===== src/rtl/mcpu_fb_pkg.sv =====
// Framebuffer geometry, fill FSM state encoding and pixel addressing helpers,
// shared by the rectangle fill engine and the video scan-out.
package mcpu_fb_pkg;

  localparam logic [11:0] FB_BASE          = 12'h800;
  localparam int          FB_W             = 128;
  localparam int          FB_H             = 120;
  localparam int          FB_WORDS_PER_ROW = FB_W / 8;

  typedef enum logic [2:0] {
    ST_IDLE,
    ST_SETUP,
    ST_READ,
    ST_WAIT,
    ST_WRITE,
    ST_NEXT,
    ST_DONE
  } fb_state_e;

  function automatic logic [11:0] fb_word_addr(input logic [11:0] base, input int wpr,
                                               input logic [6:0] y, input logic [3:0] word);
    return base + 12'(32'(y) * 32'(wpr)) + {8'h00, word};
  endfunction

  function automatic logic [4:0] fb_nibble_lsb(input logic [6:0] x);
    return {x[2:0], 2'b00};
  endfunction

  // Expands a per-pixel mask to a per-bit mask over the 8 nibbles of a word.
  function automatic logic [31:0] fb_nibble_mask(input logic [7:0] m);
    logic [31:0] r;
    r = '0;
    for (int i = 0; i < 8; i++) r[4*i +: 4] = {4{m[i]}};
    return r;
  endfunction

endpackage


===== src/rtl/fb_fill_mask.sv =====
// Nibble mask for one framebuffer word: a bit is set for each pixel of the
// word whose x lies in [x0, x_end).
module fb_fill_mask (
  input  logic [3:0] word_i,
  input  logic [6:0] x0_i,
  input  logic [8:0] x_end_i,
  output logic [7:0] mask_o
);

  logic [8:0] px;

  always_comb begin
    mask_o = '0;
    px     = '0;
    for (int i = 0; i < 8; i++) begin
      px        = {2'b00, word_i, 3'(i)};
      mask_o[i] = (px >= {2'b00, x0_i}) && (px < x_end_i);
    end
  end

endmodule


===== src/rtl/fb_fill.sv =====
// Rectangle fill engine: clips the request to the framebuffer, then writes each
// covered word once, doing read-modify-write only for partially covered words.
//   state | meaning
//   IDLE  | waiting for start
//   SETUP | clip bounds valid, pick first word or finish if empty
//   READ  | read of a partial word, held until granted
//   WAIT  | read data returns, merge into write data
//   WRITE | write of current word, held until granted
//   NEXT  | advance word/row or finish
//   DONE  | one-cycle done pulse
module fb_fill #(
  parameter logic [11:0] FB_BASE = mcpu_fb_pkg::FB_BASE,
  parameter int          FB_W    = mcpu_fb_pkg::FB_W,
  parameter int          FB_H    = mcpu_fb_pkg::FB_H
) (
  input  logic        clk,
  input  logic        reset,
  input  logic        start,
  input  logic [6:0]  x0,
  input  logic [6:0]  y0,
  input  logic [7:0]  w,
  input  logic [7:0]  h,
  input  logic [3:0]  color,
  output logic        busy,
  output logic        done,
  output logic        mem_req,
  input  logic        mem_gnt,
  output logic [11:0] mem_addr,
  output logic        mem_we,
  output logic [31:0] mem_wdata,
  input  logic [31:0] mem_rdata
);
  import mcpu_fb_pkg::*;

  localparam int WPR = FB_W / 8;

  fb_state_e   state_q;
  logic        busy_q, done_q, req_q, we_q;
  logic [11:0] addr_q;
  logic [31:0] wdata_q;
  logic [6:0]  x0_q, y0_q, row_q;
  logic [7:0]  w_q, h_q, mask_q;
  logic [3:0]  color_q, word_q;

  logic [8:0]  x_sum, y_sum, x_end, y_end;
  logic        empty_c, row_end_c, last_row_c, finish_c;
  logic [3:0]  nxt_word;
  logic [6:0]  nxt_row;
  logic [11:0] nxt_addr;
  logic [7:0]  nxt_mask;
  logic [31:0] nib, color_rep;

  // Sums are 9 bits wide so x0+w and y0+h never wrap before clipping.
  assign x_sum      = {2'b00, x0_q} + {1'b0, w_q};
  assign y_sum      = {2'b00, y0_q} + {1'b0, h_q};
  assign x_end      = (x_sum > 9'(FB_W)) ? 9'(FB_W) : x_sum;
  assign y_end      = (y_sum > 9'(FB_H)) ? 9'(FB_H) : y_sum;
  assign empty_c    = (x_end <= {2'b00, x0_q}) || (y_end <= {2'b00, y0_q});
  assign row_end_c  = ({2'b00, word_q, 3'b000} + 9'd8) >= x_end;
  assign last_row_c = ({2'b00, row_q} + 9'd1) >= y_end;

  always_comb begin
    nxt_word = x0_q[6:3];
    nxt_row  = y0_q;
    finish_c = empty_c;
    if (state_q == ST_NEXT) begin
      finish_c = 1'b0;
      if (!row_end_c) begin
        nxt_word = word_q + 4'd1;
        nxt_row  = row_q;
      end else if (!last_row_c) begin
        nxt_row = row_q + 7'd1;
      end else begin
        finish_c = 1'b1;
      end
    end
  end

  assign nxt_addr  = fb_word_addr(FB_BASE, WPR, nxt_row, nxt_word);
  assign nib       = fb_nibble_mask(mask_q);
  assign color_rep = {8{color_q}};

  fb_fill_mask u_mask (
    .word_i  (nxt_word),
    .x0_i    (x0_q),
    .x_end_i (x_end),
    .mask_o  (nxt_mask)
  );

  always_ff @(posedge clk or posedge reset) begin
    if (reset) begin
      state_q <= ST_IDLE;
      busy_q  <= 1'b0;
      done_q  <= 1'b0;
      req_q   <= 1'b0;
      we_q    <= 1'b0;
      addr_q  <= '0;
      wdata_q <= '0;
      x0_q    <= '0;
      y0_q    <= '0;
      w_q     <= '0;
      h_q     <= '0;
      color_q <= '0;
      row_q   <= '0;
      word_q  <= '0;
      mask_q  <= '0;
    end else begin
      unique case (state_q)
        ST_IDLE: if (start) begin
          x0_q    <= x0;
          y0_q    <= y0;
          w_q     <= w;
          h_q     <= h;
          color_q <= color;
          busy_q  <= 1'b1;
          state_q <= ST_SETUP;
        end
        ST_SETUP, ST_NEXT: begin
          if (finish_c) begin
            busy_q  <= 1'b0;
            req_q   <= 1'b0;
            we_q    <= 1'b0;
            done_q  <= 1'b1;
            state_q <= ST_DONE;
          end else begin
            req_q  <= 1'b1;
            row_q  <= nxt_row;
            word_q <= nxt_word;
            addr_q <= nxt_addr;
            mask_q <= nxt_mask;
            if (nxt_mask == 8'hFF) begin
              wdata_q <= color_rep;
              we_q    <= 1'b1;
              state_q <= ST_WRITE;
            end else begin
              we_q    <= 1'b0;
              state_q <= ST_READ;
            end
          end
        end
        ST_READ: if (mem_gnt) state_q <= ST_WAIT;
        ST_WAIT: begin
          wdata_q <= (mem_rdata & ~nib) | (color_rep & nib);
          we_q    <= 1'b1;
          state_q <= ST_WRITE;
        end
        ST_WRITE: if (mem_gnt) begin
          we_q    <= 1'b0;
          state_q <= ST_NEXT;
        end
        ST_DONE: begin
          done_q  <= 1'b0;
          state_q <= ST_IDLE;
        end
        default: state_q <= ST_IDLE;
      endcase
    end
  end

  assign busy      = busy_q;
  assign done      = done_q;
  assign mem_req   = req_q;
  assign mem_we    = we_q & mem_gnt;
  assign mem_addr  = addr_q;
  assign mem_wdata = wdata_q;

endmodule


===== config.mk =====
export PLATFORM = sky130hd
export DESIGN_NAME = fb_fill
export DESIGN_NICKNAME = d
export VERILOG_FILES = /design/src/rtl/mcpu_fb_pkg.sv /design/src/rtl/fb_fill_mask.sv /design/src/rtl/fb_fill.sv
export SDC_FILE = /design/constraint.sdc
export NUM_CORES = 1
export LEC_CHECK = 0
export CAP_MARGIN = 15
export CORE_MARGIN = 2
export CORE_UTILIZATION = 35
export CTS_BUF_LIST = sky130_fd_sc_hd__clkbuf_4 sky130_fd_sc_hd__clkbuf_8
export CTS_CLUSTER_DIAMETER = 50
export CTS_CLUSTER_SIZE = 16
export DETAILED_ROUTE_END_ITERATION = 10
export PLACE_DENSITY = 0.67
export SYNTH_ARGS = -nofsm -noshare
export SYNTH_HDL_FRONTEND = slang
export SYNTH_SLANG_ARGS = --single-unit
export TNS_END_PERCENT = 20

===== constraint.sdc =====
create_clock -name clk -period 5.59 [get_ports clk]
set_input_delay 1.118 -clock clk [delete_from_list [all_inputs] [get_ports clk]]
set_output_delay 1.118 -clock clk [all_outputs]
set_load 0.05 [all_outputs]

==> results.yml, run 1 <==
global_routing:
  global_route_wire_length_before_repair_um: 25700
  groute.usage.overall: 0.177
  antenna_violations_before_repair: 0
  pin_count_of_the_biggest_net_entering_global_routing: 63
  grt_pass1_vias: 4977
  grt.overflow.total: 0
routing:
  vias: 5000
  detail_route.first_pass.iterations: 5
  dr_wl_cell_um: 16.9
  drcViolationCount: 0
  detail_route.vias_per_cell: 5.15
  drt_iter0_markers: 266
  routed_wirelength_um: 16400
  final_antenna_net_count: 0
clocking:
  ctsRootBufferMaster: "sky130_fd_sc_hd__clkbuf_8"
  cts-root-to-sink-buffers: 2
  cts_htree_levels: 3
  clk_pin_slew_worst_paths_ns: 0.09
  cts_buffers: 9
  cts.sink_count: 93
  cts_tree: "done"
  clk_latency_ns: 0.39
critical_path:
  critical_path_required_ns: 5.86
  max_stage_delay_ns: 0.58
  r2r_cells: 24
  worstSetupPathType: "reg -> reg"
  worst_setup_path_start_kind: "register"
  startpoint: "x0_q[0]"
  timing.critical_path.fanout_max: 8
  crit_path_cell_trace: "ha_2 > inv_2 > fa_2 > nor2b_1 > o31a_1 > o31a_1 > a21oi_4 > nand2b_1 > ha_4 > a21o_1 > a221oi_4 > o211ai_1 > buf_4 > mux2_4 > ha_4 > a211oi_2 > nor2_1 > nor2_2 > o21ai_2 > a22oi_2 > nand2_1 > or4b_4 > o21a_4 > mux2_4"
  critical_path.reg2reg.startpoint: "x0_q[0]"
  cpMaxStageDelayCell: "sky130_fd_sc_hd__or4b_4"
  worst_ep_arrival_time_ns: 5.83
  end_kind: "register"
min_path:
  worst_hold_start: "mem_addr[11]"
  min_delay_path_depth: 1
  timing.hold.worst.class: "reg -> reg"
logic_synthesis:
  ys_warns: 0
  postSynth.asyncResetShare: 1.00
  synthCells: 591
  synth_most_common_cell: "sky130_fd_sc_hd__dfrtp_1"
  yosys.area.top_type: "sky130_fd_sc_hd__dfrtp_1"
  postSynthNetCount: 714
  synth_edf_count: 0
  synth_sequential_area_ratio: 0.373
  synth_cell_count_leaders: "93 x sky130_fd_sc_hd__dfrtp_1, 67 x sky130_fd_sc_hd__mux2_2, 51 x sky130_fd_sc_hd__ha_1"
  synth.cell_area_sq_um: 6240
  synthFlopType: "sky130_fd_sc_hd__dfrtp_1"
  synth_area_per_inst_sq_um: 10.6
  ys_seq_elements: 93
  synth_largest_type_area_fraction: 0.373
  post_synth_num_cell_types: 65
  post_synth_main_area_contributors: "sky130_fd_sc_hd__dfrtp_1 37%, sky130_fd_sc_hd__mux2_2 12%, sky130_fd_sc_hd__ha_1 10%, sky130_fd_sc_hd__mux2_4 7.2%, sky130_fd_sc_hd__nand2_1 2.5%"
floorplan:
  num_io_pins: 118
  dieHeight_um: 138
  core-area_sq_um: 17400
  die-width_um: 138
  design.die.area_sq_um: 18900
  initial_core_util: 0.360
  num_rows: 48
timing:
  clock.fmax_mhz: 180
  slew_limit_headroom: 0.277
  clock-skew-final_ns: 0.0121
  setup_ws_ns: 0.0306
  worst_pin_slew_ns: 1.08
  timing_max_transition_violations_final: 0
  finalSetupViolCount: 0
  layout_worst_path_cycle_share: 0.995
  rsz0062_at_grt: "yes"
  number_of_failing_hold_endpoints_at_the_final_stage: 0
  whs_ns: 0.484
  timing.final.crit_period_ns: 5.56
run_status:
  run_status: "completed"
placed_design:
  place.detailed.instances: 944
  detailedPlace.worstSlack_ns: -0.0761
  port_buffers: 117
  hpwl_um: 11900
  place.gp.congestion: 0.868
flow_run:
  drv.max_cap_violation_count: 0
layout:
  final_util: 0.481
  syn2layout_area_growth_pct: 33.7
  antenna_cells: 0
  post_route_cells_drive_above_1_share: 0.249
  final_net_count: 864
  stdcell_count: 971
## flip-flops by register name, summed over array words and instances (netlist names), 3 cells and up, named ones only
signal	cells
state_q	3
w_q	8
mem_addr	5
color_q	4
h_q	8
x0_q	7
y0_q	7
mem_wdata	32
mask_q	8
## layout by cell type, fill, tap and decap left out, types with 5 or more instances in the layout
cell type,instances
sky130_fd_sc_hd__xnor2_1,9
sky130_fd_sc_hd__mux2_4,31
sky130_fd_sc_hd__clkbuf_8,11
sky130_fd_sc_hd__mux2_2,66
sky130_fd_sc_hd__and3_1,6
sky130_fd_sc_hd__o211ai_1,5
sky130_fd_sc_hd__ha_4,8
sky130_fd_sc_hd__ha_1,41
sky130_fd_sc_hd__o21a_1,5
sky130_fd_sc_hd__nand2_1,39
sky130_fd_sc_hd__xor2_1,5
sky130_fd_sc_hd__nand3_1,13
sky130_fd_sc_hd__o21ai_0,25
sky130_fd_sc_hd__dfrtp_1,93
sky130_fd_sc_hd__a21oi_1,22
sky130_fd_sc_hd__a32o_1,7
sky130_fd_sc_hd__clkdlybuf4s50_1,117
sky130_fd_sc_hd__inv_1,37
sky130_fd_sc_hd__nor2_1,34
sky130_fd_sc_hd__nand2b_1,14
sky130_fd_sc_hd__a21o_1,14
sky130_fd_sc_hd__buf_4,30
sky130_fd_sc_hd__nor2b_1,7
sky130_fd_sc_hd__o21ai_1,5
## layout make-up
class | instances | area, sq um
inverters | 39 | 149
fillers | 1633 | 9010
clock buffers | 12 | 159
well taps | 225 | 282
multi-input cells | 448 | 3930
repair buffers | 150 | 1440
flip-flops and latches | 93 | 2330
clock inverters | 4 | 55.1
## what timing repair did
item | in CTS | in global routing
hold buffers | 0 | 0
endpoints found under the hold margin | 0 | 0
pin swaps | 2 | 15
endpoints found under the setup margin | 32 | 34
buffers inserted | 0 | 8
resized for setup | 1 | 29
cloned | 2 | 1
## stage by stage
step,cell area [sq um],setup TNS (ns)
final,8340,0
after global routing,8340,-4.74
after CTS,8090,0
after detailed placement,7860,-2.00
after global placement,7860,0
after floorplan,6280,0
## worst max-delay path: cells and delay by family, from the launching register on
| family | cells | cell delay [ns] |
|---|---|---|
| compound gates | 10 | 2.14 |
| buf+inv | 2 | 0.25 |
| flops | 1 | 0.39 |
| fa+ha+maj | 4 | 0.89 |
| mux | 2 | 0.66 |
| simple gates | 6 | 1.09 |
## final timing paths
| path | slack (ns) | to |
|---|---|---|
| setup / recovery | 0.03 | mem_wdata[17] |
| hold / removal | 0.48 | mem_addr[11] |
| hold reg to reg | 0.48 | mem_addr[11] |
| min in group asynchronous | 1.23 | h_q[6] |
| setup reg to reg | 0.03 | mem_wdata[17] |
| max in group asynchronous | 3.41 | mem_wdata[24] |
## metal layers
layer,vias up,global-route usage,part of all wire
met4,0,0.0418,0.012
met5,-,0,0
met1,2427,0.237,0.47
met2,103,0.289,0.48
li1,2455,-,-
met3,15,0.0438,0.040
## kinds of logic after synthesis
| group | after synthesis | share of synthesized area |
|---|---|---|
| buffers and inverters | 53 | 0.0359 |
| other | 1 | 0.000601 |
| AND/OR/NAND/NOR | 148 | 0.118 |
| adder cells (fa/ha/maj) | 53 | 0.109 |
| multiplexers | 98 | 0.195 |
| flip-flops | 93 | 0.373 |
| XOR/XNOR | 15 | 0.0211 |
| AO/OA/AOI/OAI | 130 | 0.148 |
Power of run 1 is not shown: default switching activity piles up to over one toggle a cycle in this logic, so the estimate is an artifact.
==> run 2, diff against run 1 <==
PLACE_DENSITY = 0.66   (was 0.67)
SYNTH_HIERARCHICAL = 1   (was unset)
==> run 2 against run 1 <==
  * The flow now finishes with violations (negative setup slack)
  * Critical endpoint is now mem_wdata[3]
  * Sequential share of layout area is 2.2 points lower
  * Global-route usage is essentially flat
  * Core utilization grew 2.6 points
  * Clock skew grew 0.00076 ns
  * Via count grew 5.1%
==> results.yml, run 2 <==
run_status:
  run_status: "complete, but fails checks"
  violations: "negative setup slack"
logic_synthesis:
  synth_edf_count: 0
  synth_largest_type_area_fraction: 0.366
  ys_warns: 6
  ys_seq_elements: 93
  yosys.area.top_type: "sky130_fd_sc_hd__dfrtp_1"
  post_synth_num_cell_types: 72
  postSynth.asyncResetShare: 1.00
  synthCells: 608
  synth_area_per_inst_sq_um: 10.5
  synth_cell_count_leaders: "93 x sky130_fd_sc_hd__dfrtp_1, 71 x sky130_fd_sc_hd__mux2_2, 51 x sky130_fd_sc_hd__ha_1, 51 x sky130_fd_sc_hd__inv_1, 43 x sky130_fd_sc_hd__nand2_1"
  synthFlopType: "sky130_fd_sc_hd__dfrtp_1"
  synth_sequential_area_ratio: 0.366
  synth_most_common_cell: "sky130_fd_sc_hd__dfrtp_1"
  post_synth_main_area_contributors: "sky130_fd_sc_hd__dfrtp_1 37%, sky130_fd_sc_hd__mux2_2 13%, sky130_fd_sc_hd__ha_1 10%, sky130_fd_sc_hd__mux2_4 7.1%, sky130_fd_sc_hd__inv_1 3.0%"
  synth.cell_area_sq_um: 6360
critical_path:
  worst_setup_path_start_kind: "register"
  timing.critical_path.fanout_max: 5
  worst_ep_arrival_time_ns: 6.72
  startpoint: "w_q[0]"
  cpMaxStageDelayCell: "sky130_fd_sc_hd__or4b_4"
  path_buf_inv: 5
  critical_path_required_ns: 5.88
  worstSetupPathType: "reg -> reg"
  max_stage_delay_ns: 0.47
  end_kind: "register"
  critPathTopFamily: "simple AND/OR/NAND/NOR gates"
  critical_path.reg2reg.startpoint: "w_q[0]"
global_routing:
  groute.usage.overall: 0.177
  pin_count_of_the_biggest_net_entering_global_routing: 67
  grt.overflow.total: 0
  global_route_wire_length_before_repair_um: 27800
  antenna_violations_before_repair: 0
  grt_pass1_vias: 5464
clocking:
  ctsRootBufferMaster: "sky130_fd_sc_hd__clkbuf_8"
  cts_htree_levels: 3
  clk_latency_ns: 0.40
  ctsHoldBuffers: 0
  cts_tree: "done"
  cts-root-to-sink-buffers: 2
  cts_buffers: 9
  cts.sink_count: 93
  clk_pin_slew_worst_paths_ns: 0.10
routing:
  drcViolationCount: 0
  routed_wirelength_um: 17100
  vias: 5253
  dr_wl_cell_um: 16.4
  drt_iter0_markers: 229
  final_antenna_net_count: 0
  detail_route.vias_per_cell: 5.04
  detail_route.first_pass.iterations: 5
timing:
  timing_max_transition_violations_final: 0
  layout_worst_path_cycle_share: 1.15
  clock.fmax_mhz: 156
  rsz0062_at_grt: "yes"
  clock-skew-final_ns: 0.0129
  number_of_failing_hold_endpoints_at_the_final_stage: 0
  whs_ns: 0.512
  setup_ws_ns: -0.840
  finalSetupViolCount: 35
  timing.final.crit_period_ns: 6.43
  slew_limit_headroom: 0.443
  worst_pin_slew_ns: 0.836
placed_design:
  hpwl_um: 12300
  place.gp.congestion: 0.859
  place.detailed.instances: 1005
  detailed_place.area_sq_um: 8290
  port_buffers: 117
layout:
  final_net_count: 931
  post_route_cells_drive_above_1_share: 0.326
  largest_reg_flops: 32
  antenna_cells: 0
  layout.cells.most_common: "sky130_fd_sc_hd__clkdlybuf4s50_1"
  stdcell_count: 1042
  syn2layout_area_growth_pct: 42.7
  finish.instance_area_sq_um: 9070
  highest_count_cells_in_the_layout_ignoring_fill_and_taps: "117 x sky130_fd_sc_hd__clkdlybuf4s50_1, 93 x sky130_fd_sc_hd__dfrtp_1, 77 x sky130_fd_sc_hd__buf_4"
min_path:
  timing.hold.worst.class: "reg -> reg"
  worst_hold_start: "mem_addr[11]"
floorplan:
  die-width_um: 139
  core-area_sq_um: 17900
  dieHeight_um: 139
  num_rows: 49
  num_io_pins: 118
  design.die.area_sq_um: 19300
  initial_core_util: 0.355
flow_run:
  drv.max_cap_violation_count: 0
-- run 2: logic make-up (layout without fill, tap and decap cells) --
kind of cell | Yosys count | count (layout) | synth area share
adder cells (fa/ha/maj) | 53 | 53 | 0.107
flip-flops | 93 | 93 | 0.366
buffers and inverters | 68 | 271 | 0.0521
multiplexers | 104 | 104 | 0.201
XOR/XNOR | 15 | 15 | 0.0207
other | 2 | 4 | 0.00118
AND/OR/NAND/NOR | 153 | 153 | 0.121
AO/OA/AOI/OAI | 120 | 120 | 0.131
-- run 2: path summary, 6_finish.rpt --
path / end / slack [ns] / cells past startpoint
setup / recovery: mem_wdata[3] / -0.84 / 29
hold / removal: mem_addr[11] / 0.51 / 1
setup reg to reg: mem_wdata[3] / -0.84 / 29
hold reg to reg: mem_addr[11] / 0.51 / 1
max in group asynchronous: asynchronous set/reset pin / 3.45 / 3
min in group asynchronous: mem_wdata[2] / 1.25 / 2
-- run 2: final cells by class --
type | instances | area [sq um]
clock buffer | 10 | 138
clock inverter | 6 | 116
fill | 1621 | 8830
inverter | 51 | 194
multi-input combinational | 449 | 4040
sequential | 93 | 2330
tap | 229 | 287
timing repair buffer | 204 | 1970
-- run 2: worst reg2reg max path: cells and delay by family, from the launching register on --
family | cells | cell delay (ns)
compound gates | 9 | 1.53
xor+xnor | 1 | 0.17
fa+ha+maj | 3 | 0.81
buf+inv | 5 | 0.63
flops | 1 | 0.39
mux | 2 | 0.60
simple gates | 9 | 2.19
-- run 2: through the flow --
stage / setup TNS (ns) / setup WS (ns) / utilization
6_report: -27.51 / -0.840 / 0.507
5_1_grt: -36.09 / -1.07 / 0.507
4_1_cts: -19.59 / -0.622 / 0.499
3_5_place_dp: -22.07 / -0.712 / 0.463
3_3_place_gp: -14.82 / -0.488 / 0.463
2_1_floorplan: -15.69 / -0.497 / -
-- run 2: metal layers --
metal / part of all wire / track usage
met5: 0 / 0
met1: 0.45 / 0.225
met3: 0.027 / 0.0266
met2: 0.50 / 0.308
met4: 0.021 / 0.0622
-- run 2: timing repair --
| item | CTS | global route |
|---|---|---|
| resized for setup | 34 | 15 |
| setup endpoints to repair | 42 | 40 |
| buffers inserted | 14 | 5 |
| pin swaps | 21 | 21 |
| cloned | 3 | 1 |
Power of run 2 is left out for the same reason.
